[config.mk]
export PLATFORM = sky130hd
export DESIGN_NAME = iob_clint
export DESIGN_NICKNAME = d
export VERILOG_FILES = /design/src/rtl/iob_clint_pkg.sv /design/src/rtl/iob_clint_rtc_tick.sv /design/src/rtl/iob_clint.sv
export SDC_FILE = /design/constraint.sdc
export NUM_CORES = 1
export LEC_CHECK = 0
export ABC_AREA = 1
export CAP_MARGIN = 40
export CORE_MARGIN = 2
export CORE_UTILIZATION = 30
export CTS_CLUSTER_SIZE = 24
export DETAILED_ROUTE_END_ITERATION = 8
export DONT_BUFFER_PORTS = 1
export PLACE_DENSITY = 0.51
export SYNTH_ARGS = -nofsm -noshare
export SYNTH_HDL_FRONTEND = slang
export SYNTH_HIERARCHICAL = 1
export SYNTH_SLANG_ARGS = --single-unit
[constraint.sdc]
create_clock -name clk_i -period 2.49 [get_ports clk_i]
set_clock_uncertainty 0.15 [all_clocks]
set_input_delay 0.3735 -clock clk_i [delete_from_list [all_inputs] [get_ports clk_i]]
set_output_delay 0.3735 -clock clk_i [all_outputs]
set_load 0.01 [all_outputs]
[src/rtl/iob_clint_pkg.sv]
// iob_clint_pkg: shared constants and helpers for the iob_clint CLINT.
//   - Byte address constants of the standard CLINT register map
//   - Per-hart strides and low/high word offsets for the 64-bit registers
//   - Reset value of mtimecmp (all ones, so no timer interrupt is pending
//     out of reset)
//   - merge_bytes: applies the byte enables of a write to a 32-bit word
package iob_clint_pkg;

    localparam logic [15:0] MSIP_BASE       = 16'h0000;
    localparam logic [15:0] MTIMECMP_BASE   = 16'h4000;
    localparam logic [15:0] MTIME_BASE      = 16'hBFF8;

    localparam logic [15:0] MSIP_STRIDE     = 16'd4;
    localparam logic [15:0] MTIMECMP_STRIDE = 16'd8;
    localparam logic [15:0] WORD_LO_OFF     = 16'd0;
    localparam logic [15:0] WORD_HI_OFF     = 16'd4;

    localparam logic [63:0] MTIMECMP_RST    = 64'hFFFF_FFFF_FFFF_FFFF;

    // Byte-lane merge: every lane whose strobe is set takes the new data,
    // every other lane keeps the old register contents.
    function automatic logic [31:0] merge_bytes(input logic [31:0] old_word,
                                                input logic [31:0] new_word,
                                                input logic [3:0]  strb);
        logic [31:0] result;
        result = old_word;
        for (int b = 0; b < 4; b++) begin
            if (strb[b]) begin
                result[8*b +: 8] = new_word[8*b +: 8];
            end
        end
        return result;
    endfunction

endpackage

[src/rtl/iob_clint_rtc_tick.sv]
// iob_clint_rtc_tick: turns the slow rtc input into a one-cycle tick pulse
// in the clk_i domain, one pulse per rtc rising edge.
//
// Configuration macro: IOB_CLINT_RTC_SYNC_EN
//   defined     : rtc goes through a 2-flop synchronizer before the edge
//                 detector (mtime moves 3 clk_i edges after the rtc edge)
//   not defined : rtc is assumed synchronous to clk_i and is edge-detected
//                 directly (mtime moves 1 clk_i edge after the rtc edge)
//
// Ports:
//   clk_i  in  : system clock
//   arst_i in  : synchronous active-high reset
//   rtc_i  in  : real-time clock input
//   tick_o out : one-cycle pulse per detected rtc rising edge
module iob_clint_rtc_tick (
    input  logic clk_i,
    input  logic arst_i,
    input  logic rtc_i,
    output logic tick_o
);

`ifdef IOB_CLINT_RTC_SYNC_EN

    logic sync1_q, sync1_d;
    logic sync2_q, sync2_d;
    logic prev_q,  prev_d;

    // Two synchronizer stages followed by the previous-value flop that the
    // edge detector compares against.
    always_comb begin
        sync1_d = rtc_i;
        sync2_d = sync1_q;
        prev_d  = sync2_q;
        tick_o  = sync2_q & ~prev_q;
    end

    // All stages clear to 0 so a high rtc right after reset still produces
    // exactly one tick once it has crossed the synchronizer.
    always_ff @(posedge clk_i) begin
        if (arst_i) begin
            sync1_q <= 1'b0;
            sync2_q <= 1'b0;
            prev_q  <= 1'b0;
        end else begin
            sync1_q <= sync1_d;
            sync2_q <= sync2_d;
            prev_q  <= prev_d;
        end
    end

`else

    logic prev_q, prev_d;

    // rtc already lives in the clk_i domain, so the edge is detected on
    // the raw input and the tick is seen at the very next edge.
    always_comb begin
        prev_d = rtc_i;
        tick_o = rtc_i & ~prev_q;
    end

    always_ff @(posedge clk_i) begin
        if (arst_i) begin
            prev_q <= 1'b0;
        end else begin
            prev_q <= prev_d;
        end
    end

`endif

endmodule

[src/rtl/iob_clint.sv]
// iob_clint: RISC-V Core-Local Interruptor on the IOb native bus.
//   mtime       : 64-bit counter, +1 per rtc rising edge, wraps to 0
//   mtimecmp[i] : per-hart compare, mtip[i] = (mtime >= mtimecmp[i])
//   msip[i]     : per-hart software interrupt bit
//
// Configuration macro: IOB_CLINT_RTC_SYNC_EN (see iob_clint_rtc_tick)
//
// Parameters: ADDR_W (byte address width), DATA_W (must be 32),
//             N_CORES (1..16)
// Ports:
//   clk_i, arst_i        : clock, synchronous active-high reset
//   rtc                  : real-time clock input
//   iob_avalid/addr/wdata/wstrb : request (wstrb != 0 means write)
//   iob_ready            : request accepted (1 outside reset)
//   iob_rvalid/iob_rdata : registered read response, one cycle later
//   mtip, msip           : per-hart interrupt outputs
module iob_clint
    import iob_clint_pkg::*;
#(
    parameter int ADDR_W  = 16,
    parameter int DATA_W  = 32,
    parameter int N_CORES = 1
) (
    input  logic                  clk_i,
    input  logic                  arst_i,
    input  logic                  rtc,
    input  logic                  iob_avalid,
    input  logic [ADDR_W-1:0]     iob_addr,
    input  logic [DATA_W-1:0]     iob_wdata,
    input  logic [DATA_W/8-1:0]   iob_wstrb,
    output logic                  iob_rvalid,
    output logic [DATA_W-1:0]     iob_rdata,
    output logic                  iob_ready,
    output logic [N_CORES-1:0]    mtip,
    output logic [N_CORES-1:0]    msip
);

    logic                     tick;
    logic                     write_en;
    logic                     read_en;
    logic [DATA_W-1:0]        read_word;

    logic [63:0]              mtime_q,    mtime_d;
    logic [N_CORES-1:0][63:0] mtimecmp_q, mtimecmp_d;
    logic [N_CORES-1:0]       msip_q,     msip_d;
    logic                     rvalid_q,   rvalid_d;
    logic [DATA_W-1:0]        rdata_q,    rdata_d;

    iob_clint_rtc_tick u_rtc_tick (
        .clk_i  (clk_i),
        .arst_i (arst_i),
        .rtc_i  (rtc),
        .tick_o (tick)
    );

    assign write_en   = iob_avalid & (|iob_wstrb);
    assign read_en    = iob_avalid & ~(|iob_wstrb);
    assign iob_ready  = ~arst_i;
    assign iob_rvalid = rvalid_q;
    assign iob_rdata  = rdata_q;
    assign msip       = msip_q;

    // Address decode, register updates and read mux. The mtime increment
    // is the default; a bus write to either mtime word overrides it and
    // the other word is left untouched (no carry from the tick).
    always_comb begin
        mtime_d    = mtime_q + {63'd0, tick};
        mtimecmp_d = mtimecmp_q;
        msip_d     = msip_q;
        read_word  = '0;
        rvalid_d   = 1'b0;
        rdata_d    = rdata_q;

        if (iob_addr == ADDR_W'(32'(MTIME_BASE) + 32'(WORD_LO_OFF))) begin
            read_word = mtime_q[31:0];
            if (write_en) begin
                mtime_d = {mtime_q[63:32],
                           merge_bytes(mtime_q[31:0], iob_wdata, iob_wstrb)};
            end
        end

        if (iob_addr == ADDR_W'(32'(MTIME_BASE) + 32'(WORD_HI_OFF))) begin
            read_word = mtime_q[63:32];
            if (write_en) begin
                mtime_d = {merge_bytes(mtime_q[63:32], iob_wdata, iob_wstrb),
                           mtime_q[31:0]};
            end
        end

        for (int i = 0; i < N_CORES; i++) begin
            // Only bit 0 of msip is implemented, so only lane 0 matters.
            if (iob_addr == ADDR_W'(32'(MSIP_BASE) + 32'(MSIP_STRIDE) * i)) begin
                read_word = {{(DATA_W-1){1'b0}}, msip_q[i]};
                if (write_en && iob_wstrb[0]) begin
                    msip_d[i] = iob_wdata[0];
                end
            end

            if (iob_addr == ADDR_W'(32'(MTIMECMP_BASE) + 32'(MTIMECMP_STRIDE) * i
                                    + 32'(WORD_LO_OFF))) begin
                read_word = mtimecmp_q[i][31:0];
                if (write_en) begin
                    mtimecmp_d[i][31:0] = merge_bytes(mtimecmp_q[i][31:0],
                                                      iob_wdata, iob_wstrb);
                end
            end

            if (iob_addr == ADDR_W'(32'(MTIMECMP_BASE) + 32'(MTIMECMP_STRIDE) * i
                                    + 32'(WORD_HI_OFF))) begin
                read_word = mtimecmp_q[i][63:32];
                if (write_en) begin
                    mtimecmp_d[i][63:32] = merge_bytes(mtimecmp_q[i][63:32],
                                                       iob_wdata, iob_wstrb);
                end
            end
        end

        // Unmapped reads fall through with read_word = 0.
        if (read_en) begin
            rvalid_d = 1'b1;
            rdata_d  = read_word;
        end
    end

    // Timer interrupts compare straight from register state, so a write to
    // mtime or mtimecmp shows up on mtip in the cycle after the write edge.
    always_comb begin
        mtip = '0;
        for (int i = 0; i < N_CORES; i++) begin
            mtip[i] = (mtime_q >= mtimecmp_q[i]);
        end
    end

    // Register state. Reset also cancels a read response that was due in
    // the next cycle.
    always_ff @(posedge clk_i) begin
        if (arst_i) begin
            mtime_q    <= '0;
            mtimecmp_q <= {N_CORES{MTIMECMP_RST}};
            msip_q     <= '0;
            rvalid_q   <= 1'b0;
            rdata_q    <= '0;
        end else begin
            mtime_q    <= mtime_d;
            mtimecmp_q <= mtimecmp_d;
            msip_q     <= msip_d;
            rvalid_q   <= rvalid_d;
            rdata_q    <= rdata_d;
        end
    end

endmodule

; Yosys cells after proc, flatten, opt, wreduce, memory -nomap -nowiden
; Cells that the tools add are included.
; W data, S select, Z words.
[op_classes]
bitwise = 6
multipliers = 0
n_eq_ne = 9
n_div = 0
shift = 0
addsub = 1
reduce_logical = 12
n_lt_le_gt_ge = 1
muxes = 18
[op_table]
columns = operator, count
row1 = $mux W64, 4
row2 = $mux W32, 5
row3 = $add A64 B1 Y64, 1
row4 = $ge A64 B64 Y1, 1
row5 = $mux W8, 8
row6 = $eq A16 B15 Y1 const B, 2
row7 = $eq A16 B16 Y1 const B, 2
row8 = $reduce_and A3 Y1, 8
row9 = $logic_not A16 Y1, 1
row10 = $ne A3 B3 Y1 const B, 4
row11 = $reduce_or A4 Y1, 1
row12 = $and A1 B1 Y1, 3
row13 = $not A1 Y1, 3
row14 = $ne A2 B2 Y1 const B, 1
row15 = $reduce_and A2 Y1, 1
row16 = $logic_and A1 B1 Y1, 1
row17 = $mux W1, 1
[word_totals]
memories = 0
regBits = 163
ramBits = 0
romBits = 0
inputBits = 56
elab_cells = 64
out_inout_bits = 36
latch_bits = 0

; Depth between registers and ports, before layout
; Gate-level depths: netlist of the first run.
[logic_depth]
word_depth = 7
depth_mapped = 16
mapped_depth_nobuf = 16

; Modules after synthesis
; The synthesis of the first run kept the hierarchy.
[modules_own_cells]
columns = module, area_each_um2, seq_area_each_um2, n_inst, cells_each
row1 = iob_clint, 11557.3, 3243.1, 1, 1722
row2 = iob_clint_rtc_tick, 31.3, 20.0, 1, 4

; Least setup slack after synthesis of the first run
; Ideal clock, no wire load.
[synth_path]
kind = input to register
from = in rtc
to = reg mtime_q[62]
slack_ns = 0.355
arrival_time_ns = 1.915
stages = 12
setup_time_ns = 0.070
path_buffers = 0
required_time_ns = 2.270
cell_sequence = inv_1 > nor2_1 > ha_1 > ha_1 > nand3_1 > nor2_1 > nand4_1 > nor2_2 > nand3_1 > o21ai_0 > nand3_1 > a21oi_1
[synth_via]
elab_chain_cells = 6
[synth_rtl]
columns = element, line_no
row1 = "start, declared", iob_clint.sv:26  ; input logic rtc,
row2 = $and A1 B1 Y1 *, iob_clint_rtc_tick.sv:59  ; tick_o = rtc_i & ~prev_q;
row3 = named net tick, iob_clint.sv:38  ; logic tick;
row4 = $add A64 B1 Y64 *, iob_clint.sv:67  ; mtime_d = mtime_q + {63'd0, tick};
row5 = $mux W64, iob_clint.sv:76  ; if (write_en) begin
row6 = $mux W64 *, iob_clint.sv:74  ; if (iob_addr == ADDR_W'(32'(MTIME_BASE) + 32'(WORD_LO_OFF))) begin
row7 = $mux W64, iob_clint.sv:84  ; if (write_en) begin
row8 = $mux W64 *, iob_clint.sv:82  ; if (iob_addr == ADDR_W'(32'(MTIME_BASE) + 32'(WORD_HI_OFF))) begin
row9 = "end signal, assigned", iob_clint.sv:144  ; mtime_q <= mtime_d;
row10 = "end, declared", iob_clint.sv:43  ; logic [63:0] mtime_q, mtime_d;
; The timed path passes the listed nets; every way through them passes the cells marked *. The select of a mux whose other input is x is not followed.
; A chain may end at the register's enable or synchronous reset.

; Worst setup path after layout of the first run
[layout_path]
from = reg mtimecmp_q[62] (netlist bit)
to = out mtip
[layout_via]
elab_chain_cells = 1
[layout_rtl]
columns = element, line_no
row1 = "start, declared", iob_clint.sv:44  ; logic [N_CORES-1:0][63:0] mtimecmp_q, mtimecmp_d;
row2 = "start signal, assigned", iob_clint.sv:139  ; mtimecmp_q <= {N_CORES{MTIMECMP_RST}};
row3 = "start signal, assigned", iob_clint.sv:145  ; mtimecmp_q <= mtimecmp_d;
row4 = $ge A64 B64 Y1, iob_clint.sv:130  ; mtip[i] = (mtime_q >= mtimecmp_q[i]);
row5 = "end, declared", iob_clint.sv:34  ; output logic [N_CORES-1:0] mtip,
; Every way passes these cells.

==> results.py, run 1 <==
metrics = {
    "sta": {
        "slew_violations": 0,
        "maxSlewHeadroom_pct": 45.88,
        "fin_crit_sh_pct": 107.4,
        "setup_viol": 1,
        "timing.final.ws_setup_ps": -185.3,
        "min_period_ps": 2675,
        "tightest_slew_ps": 811.7,
        "clock.fmax_mhz": 373.8,
        "hold_viol_final": 0,
        "grt_setup_unrepaired": "yes",
    },
    "worst_setup_path": {
        "required_ps": 1970,
        "critPathCaptureType": "output port",
        "worstRegToRegCells": 13,
        "crit_slowest_cell": "dfxtp_2",
        "cp_max_fo": 3,
        "rr_startpoint": "u_rtc_tick/prev_q",
        "rrSetupSlack_ps": 150,
        "critPathTopFamily": "simple AND/OR/NAND/NOR gates",
        "cp_num_buf_inv": 3,
        "slowest_delay_ps": 350,
        "r2r-end": "mtime_q[38]",
        "start_kind": "register",
        "crit_type": "reg2out",
        "crit_arrival_ps": 2150,
        "path_cells": "inv_2, ha_4, nand2_2, inv_2, nand3_4, nor3_4, buf_6, nand2_8, nor2_4, nand4_1, nand3_4",
    },
    "global_routing": {
        "grt_start_max_net_pins": 67,
        "grt_pass1_wl_mm": 72.50,
        "grt_usage_pct": 23.41,
        "grt_pass1_vias": 11790,
        "antenna_found_initial": 0,
        "grt-ovfl-total": 0,
    },
    "worst_hold_path": {
        "worstHoldStart": "iob_wdata[4]",
        "min_to": "mtimecmp_q[4]",
        "whs_path_depth": 2,
        "hp-class": "in2reg",
    },
    "clock_tree": {
        "cts_max_level": 4,
        "cts_tree": "built",
        "clkSlewWorstSetupHoldPaths_ps": 70,
        "numCtsBuffers": 17,
        "clock_tree.root_cell": "clkbuf_16",
        "clk_path_buf_depth": 2,
        "clock_latency_ps": 460,
        "cts.sinks": 163,
    },
    "floorplanning": {
        "die-area_um2": 40220,
        "dieHeight_um": 200.5,
        "fp-row-count": 71,
        "fp.coreArea_um2": 37840,
        "initial_core_util_pct": 30.62,
        "ioPinCount": 92,
        "fp.dieW_um": 200.5,
    },
    "routing": {
        "wl_met3_mm": 2.655,
        "drt-initial-drc-count": 978,
        "first_pass_iters": 6,
        "drcViolationCount": 0,
        "via_per_inst": 5.198,
        "route.layer.met1.wl_mm": 20.82,
        "wl_met2_mm": 22.39,
        "vias": 12160,
        "top_layer": "met4",
        "avgRoutedWirePerCell_um": 20.21,
        "wirelength_mm": 47.29,
        "ant_nets": 0,
    },
    "synthesis": {
        "synth_seq_area_share_pct": 28.16,
        "syn_avg_cell_area_um2": 6.714,
        "ys_seq_elements": 163,
        "yosysMostFrequentCell": "nand2_1",
        "synth_cells": 1726,
        "synth_top_area_cell": "dfxtp_1",
        "synth_area_leaders": "dfxtp_1, nand2_1, inv_1",
        "synth_nets": 1848,
        "ys.flop_type": "dfxtp_1",
        "netlist_area_um2": 11590,
        "synthDistinctLibCells": 51,
        "synth_top_area_share_pct": 28.16,
        "async_flop_share_pct": 0,
        "synthTopCellsByCount": "nand2_1, inv_1, dfxtp_1, o21ai_0, a21oi_1",
        "ys_warn_count": 6,
        "synth_edf_count": 0,
    },
    "flow_run": {
        "cap_violations": 0,
    },
    "pwr": {
        "p_leak_nw": 6.744,
        "powerDensity_nw_per_um2": 394.5,
        "vdd_drop_max_mv": 0.3465,
    },
    "cells_and_area": {
        "layout-drive-gt1-share_pct": 19.08,
        "fin_util_pct": 37.17,
        "nNetsFinal": 1938,
        "antennaDiodeCount": 0,
        "syn_to_final_growth_pct": 21.39,
    },
    "placement": {
        "place_hpwl_mm": 35.40,
        "gp_congestion": 0.9848,
        "io_buffers": 0,
        "place_ws_ps": -97.73,
    },
    "status": {
        "failed_checks": "negative setup slack",
        "status": "finished with violations",
    },
}
## what timing repair did
action / CTS / global route
endpoints found under the hold margin: 127 / 0
gates resized for setup: 57 / 63
cloned: 0 / 0
hold buffers: 34 / 0
buffers inserted: 6 / 5
pin swaps: 13 / 24
setup endpoints to repair: 1 / 27
## per-stage QoR
| stage | cells | cell area [um2] | setup TNS [ps] | hold slack [ps] | total power (W) |
|---|---|---|---|---|---|
| after detailed placement | 2263 | 12600 | -380.2 | 298.7 | 0.002876 |
| after CTS | 2335 | 13790 | -208.5 | 0.3511 | 0.005602 |
| after floorplan | 1726 | 11590 | 0 | 288.3 | 0.002842 |
| after global placement | 2263 | 12600 | -137.1 | 299.8 | 0.002874 |
| after global routing | 2340 | 14070 | -275.7 | 5.814 | 0.005736 |
| final | 2340 | 14070 | -185.3 | 16.56 | 0.005550 |
## worst max path at each step
stage,start,endpoint,slack [ps],cells after the start
after floorplan,rtc,mtime_q[62],350,12
after global placement,mtimecmp_q[63],mtip,-70,11
after detailed placement,mtimecmp_q[63],mtip,-100,11
after CTS,mtimecmp_q[17],mtip,-210,10
after global routing,mtimecmp_q[55],mtip,-280,11
final,mtimecmp_q[62],mtip,-190,11
## cell type report
type	count	area (um2)
fill	4095	23780
multi-input combinational	1255	7500
sequential	163	3298
timing repair buffer	145	1195
inverter	234	879.6
tap	511	639.4
clock buffer	18	429.2
clock inverter	14	126.4
## placed cells by master, fill, tap and decap left out, types with 11 or more instances in the layout
cell	count
dlygate4sd3_1	33
inv_2	17
nor2_4	17
xor2_1	20
o21ai_1	14
nor3_1	21
inv_1	216
ha_4	11
o22ai_1	30
nor2_2	24
o211ai_1	36
o211ai_2	32
nand3_1	78
nand4_1	27
nand2_2	30
nor2_1	94
dfxtp_1	135
buf_4	110
ha_1	54
a21oi_1	135
nand2_1	369
clkbuf_16	17
o21ai_0	148
dfxtp_2	28
a31oi_1	13
o21bai_1	31
## state kept, by name, indices dropped and copies added (netlist names)
name	flops
mtime_q	64
u_rtc_tick/prev_q	1
mtimecmp_q	64
iob_rdata	32
iob_rvalid	1
msip	1
## worst reg2reg max path, cell delays in order, from the launching register on
cell	delay, ps
dfxtp_1	310
nor2_2	140
ha_2	230
ha_4	150
nand3_2	110
nor2_2	130
nand4_1	270
nor2_4	230
buf_4	130
nand3_1	60
nand2_1	60
nand3_1	80
o21ai_1	100
a21oi_1	70
## where the power goes
part	switching [W]	leakage [nW]	internal (W)	total [W]
clock network	0.00127	0.272	0.00139	0.00265
logic	0.000188	5.16	0.0000944	0.000283
registers	0.00000453	1.31	0.00261	0.00261
## routing by layer
layer	global-route usage, %	up-vias
met5	0	-
met4	8.175	0
met3	3.831	61
met2	39.38	396
met1	30.29	5729
li1	-	5977
## kinds of logic after synthesis
logic type	synth area share, %
DFF	28.16
AOI/OAI and AO/OA	24.43
adders and majority gates	7.126
xor gates and xnor gates	1.512
and+or+nand+nor	27.87
buffers and inverters	10.90
(Power assumes the default switching activity.)
==> inputs of run 2 (changes only) <==
--- a/config.mk
+++ b/config.mk
@@ -9,7 +9,7 @@
 export CAP_MARGIN = 40
 export CORE_MARGIN = 2
 export CORE_UTILIZATION = 30
-export CTS_CLUSTER_SIZE = 24
+export CTS_CLUSTER_SIZE = 12
 export DETAILED_ROUTE_END_ITERATION = 8
 export DONT_BUFFER_PORTS = 1
 export PLACE_DENSITY = 0.51
==> results of run 2 <==
Final layout, timing and power as in run 1 (identical DEF).
==> inputs of run 3 (changes only) <==
--- a/config.mk
+++ b/config.mk
@@ -6,13 +6,11 @@
 export NUM_CORES = 1
 export LEC_CHECK = 0
 export ABC_AREA = 1
-export CAP_MARGIN = 40
 export CORE_MARGIN = 2
 export CORE_UTILIZATION = 30
 export CTS_CLUSTER_SIZE = 12
 export DETAILED_ROUTE_END_ITERATION = 8
-export DONT_BUFFER_PORTS = 1
-export PLACE_DENSITY = 0.51
+export PLACE_DENSITY = 0.54
 export SYNTH_ARGS = -nofsm -noshare
 export SYNTH_HDL_FRONTEND = slang
 export SYNTH_HIERARCHICAL = 1
==> constraint.sdc (replaced) <==
create_clock -name clk_i -period 2.8 [get_ports clk_i]
set_clock_uncertainty 0.15 [all_clocks]
set_input_delay 0.42 -clock clk_i [delete_from_list [all_inputs] [get_ports clk_i]]
set_output_delay 0.42 -clock clk_i [all_outputs]
set_load 0.01 [all_outputs]
==> results.py, run 3 (synthesized netlist as in run 1, its figures left out) <==
metrics = {
    "status": {
        "status": "finished clean",
    },
    "floorplanning": {
        "fp.dieW_um": 200.5,
        "die-area_um2": 40220,
        "dieHeight_um": 200.5,
        "initial_core_util_pct": 30.62,
        "ioPinCount": 92,
        "fp.coreArea_um2": 37840,
        "fp-row-count": 71,
    },
    "placement": {
        "place_ws_ps": -536.4,
        "gp_congestion": 0.9811,
        "dp.cells": 2433,
        "place_hpwl_mm": 35.97,
        "io_buffers": 91,
    },
    "routing": {
        "first_pass_iters": 7,
        "ant_nets": 0,
        "drt-initial-drc-count": 1213,
        "vias": 12670,
        "drcViolationCount": 0,
        "avgRoutedWirePerCell_um": 19.00,
        "via_per_inst": 5.128,
        "wirelength_mm": 46.92,
    },
    "flow_run": {
        "cap_violations": 0,
    },
    "global_routing": {
        "grt_util_met3_pct": 2.955,
        "grt_start_max_net_pins": 98,
        "grtUsageMet2_pct": 38.23,
        "grt-ovfl-total": 0,
        "grt_pass1_vias": 12290,
        "antenna_found_initial": 0,
        "grt_busiest_layer": "met2",
        "grt_usage_pct": 23.03,
        "use_met1_pct": 30.64,
        "grt_pass1_wl_mm": 71.77,
    },
    "clock_tree": {
        "cts-hold-fix-buffers": 0,
        "clock_tree.root_cell": "clkbuf_16",
        "clock_latency_ps": 470,
        "cts_tree": "built",
        "cts_max_level": 4,
        "clk_path_buf_depth": 2,
        "cts.sinks": 163,
        "clkSlewWorstSetupHoldPaths_ps": 70,
        "numCtsBuffers": 17,
    },
    "worst_setup_path": {
        "crit_arrival_ps": 2170,
        "critPathTopFamily": "compound AO/OA/AOI/OAI gates",
        "crit_slowest_cell": "dfxtp_2",
        "slowest_delay_ps": 380,
        "cp_max_fo": 2,
        "critPathCaptureType": "output port",
        "crit_type": "reg2out",
        "path_cells": "ha_4, a21oi_2, o21ai_1, a21oi_1, nor2_1, o21ai_1, nand2_2, a21oi_2, nand3_2, buf_6",
        "required_ps": 2230,
        "start_kind": "register",
        "cp_num_buf_inv": 1,
    },
    "sta": {
        "grt_setup_unrepaired": "yes",
        "timing.final.ws_setup_ps": 56.85,
        "tightest_slew_ps": 959.8,
        "fin_crit_sh_pct": 97.97,
        "min_period_ps": 2743,
        "setup_viol": 0,
        "maxSlewHeadroom_pct": 36.01,
        "timing.setup.tns_ps": 0,
        "slew_violations": 0,
        "clock.fmax_mhz": 364.5,
        "hold_viol_final": 0,
    },
    "cells_and_area": {
        "final_cell_mix": "nand2_1, inv_1, buf_4, o21ai_0, a21oi_1",
        "layout_commonest_cell": "nand2_1",
        "stdcell_count": 2470,
        "nNetsFinal": 2068,
        "antennaDiodeCount": 0,
        "layout-drive-gt1-share_pct": 22.92,
        "syn_to_final_growth_pct": 33.23,
    },
    "worst_hold_path": {
        "hp-class": "reg2reg",
    },
    "pwr": {
        "p_leak_nw": 7.307,
        "vdd_drop_max_mv": 0.3682,
        "powerDensity_nw_per_um2": 331.7,
    },
}
[run 3: changes by cell type in the layout (fill, tap and decap cells not counted), moves of 10 or more]
cell | before | now
buf_4 | 110 | 172
buf_12 | 0 | 12
dlygate4sd3_1 | 33 | 0
clkdlybuf4s50_1 | 0 | 89
inv_2 | 17 | 27
ha_4 | 11 | 22
inv_1 | 216 | 206
ha_1 | 54 | 42
[run 3: path summary, 6_finish.rpt]
path                               startpoint       endpoint  slack, ps  cells past startpoint
worst max register to register    mtime_q[47]    mtime_q[60]        280                     10
worst max-delay path              mtime_q[51]           mtip         60                     10
worst min register to register  mtimecmp_q[6]  mtimecmp_q[6]        310                      2
worst min-delay path            mtimecmp_q[6]  mtimecmp_q[6]        310                      2
[run 3: tightest hold or removal path, stage by stage (launching register included)]
cell      delay, ps
dfxtp_2         330
nand2_2          50
o211ai_2         50
[run 3: per-layer routing]
| layer | share of wire (%) | vias up | wire [um] |
|---|---|---|---|
| met5 | 0 | - | 0 |
| met3 | 4.9 | 76 | 2288 |
| met2 | 47 | 397 | 21950 |
| met4 | 3.0 | 0 | 1390 |
| li1 | - | 6230 | - |
| met1 | 45 | 5962 | 21290 |
[run 3: what timing repair did]
action	in CTS	in global routing
pin swaps	20	28
resized for setup	62	84
setup buffers	2	4
setup endpoints to repair	1	2
[run 3: final cells by class]
class | instances | area [um2]
clock inverter | 13 | 151.4
timing repair buffer | 275 | 2439
tap | 511 | 639.4
multi-input combinational | 1255 | 7589
clock buffer | 19 | 432.9
inverter | 234 | 879.6
sequential | 163 | 3309
fill | 4005 | 22400
[run 3: power breakdown]
| group | leakage [nW] | total (W) | internal (W) | switching [W] |
|---|---|---|---|---|
| Combinational | 5.73 | 0.000341 | 0.000131 | 0.000209 |
| Clock | 0.276 | 0.00246 | 0.00133 | 0.00113 |
| Sequential | 1.30 | 0.00232 | 0.00232 | 0.00000251 |
[run 3: per-stage QoR]
step	hold WS, ps	util (%)	cell area, um2	total power [W]
4_1_cts	315.6	39.82	15070	0.005156
2_1_floorplan	288.3	-	11590	0.002528
6_report	306.6	40.80	15440	0.005122
3_5_place_dp	302.9	37.64	14250	0.002712
5_1_grt	324.2	40.80	15440	0.005287
3_3_place_gp	298.1	37.64	14250	0.002709
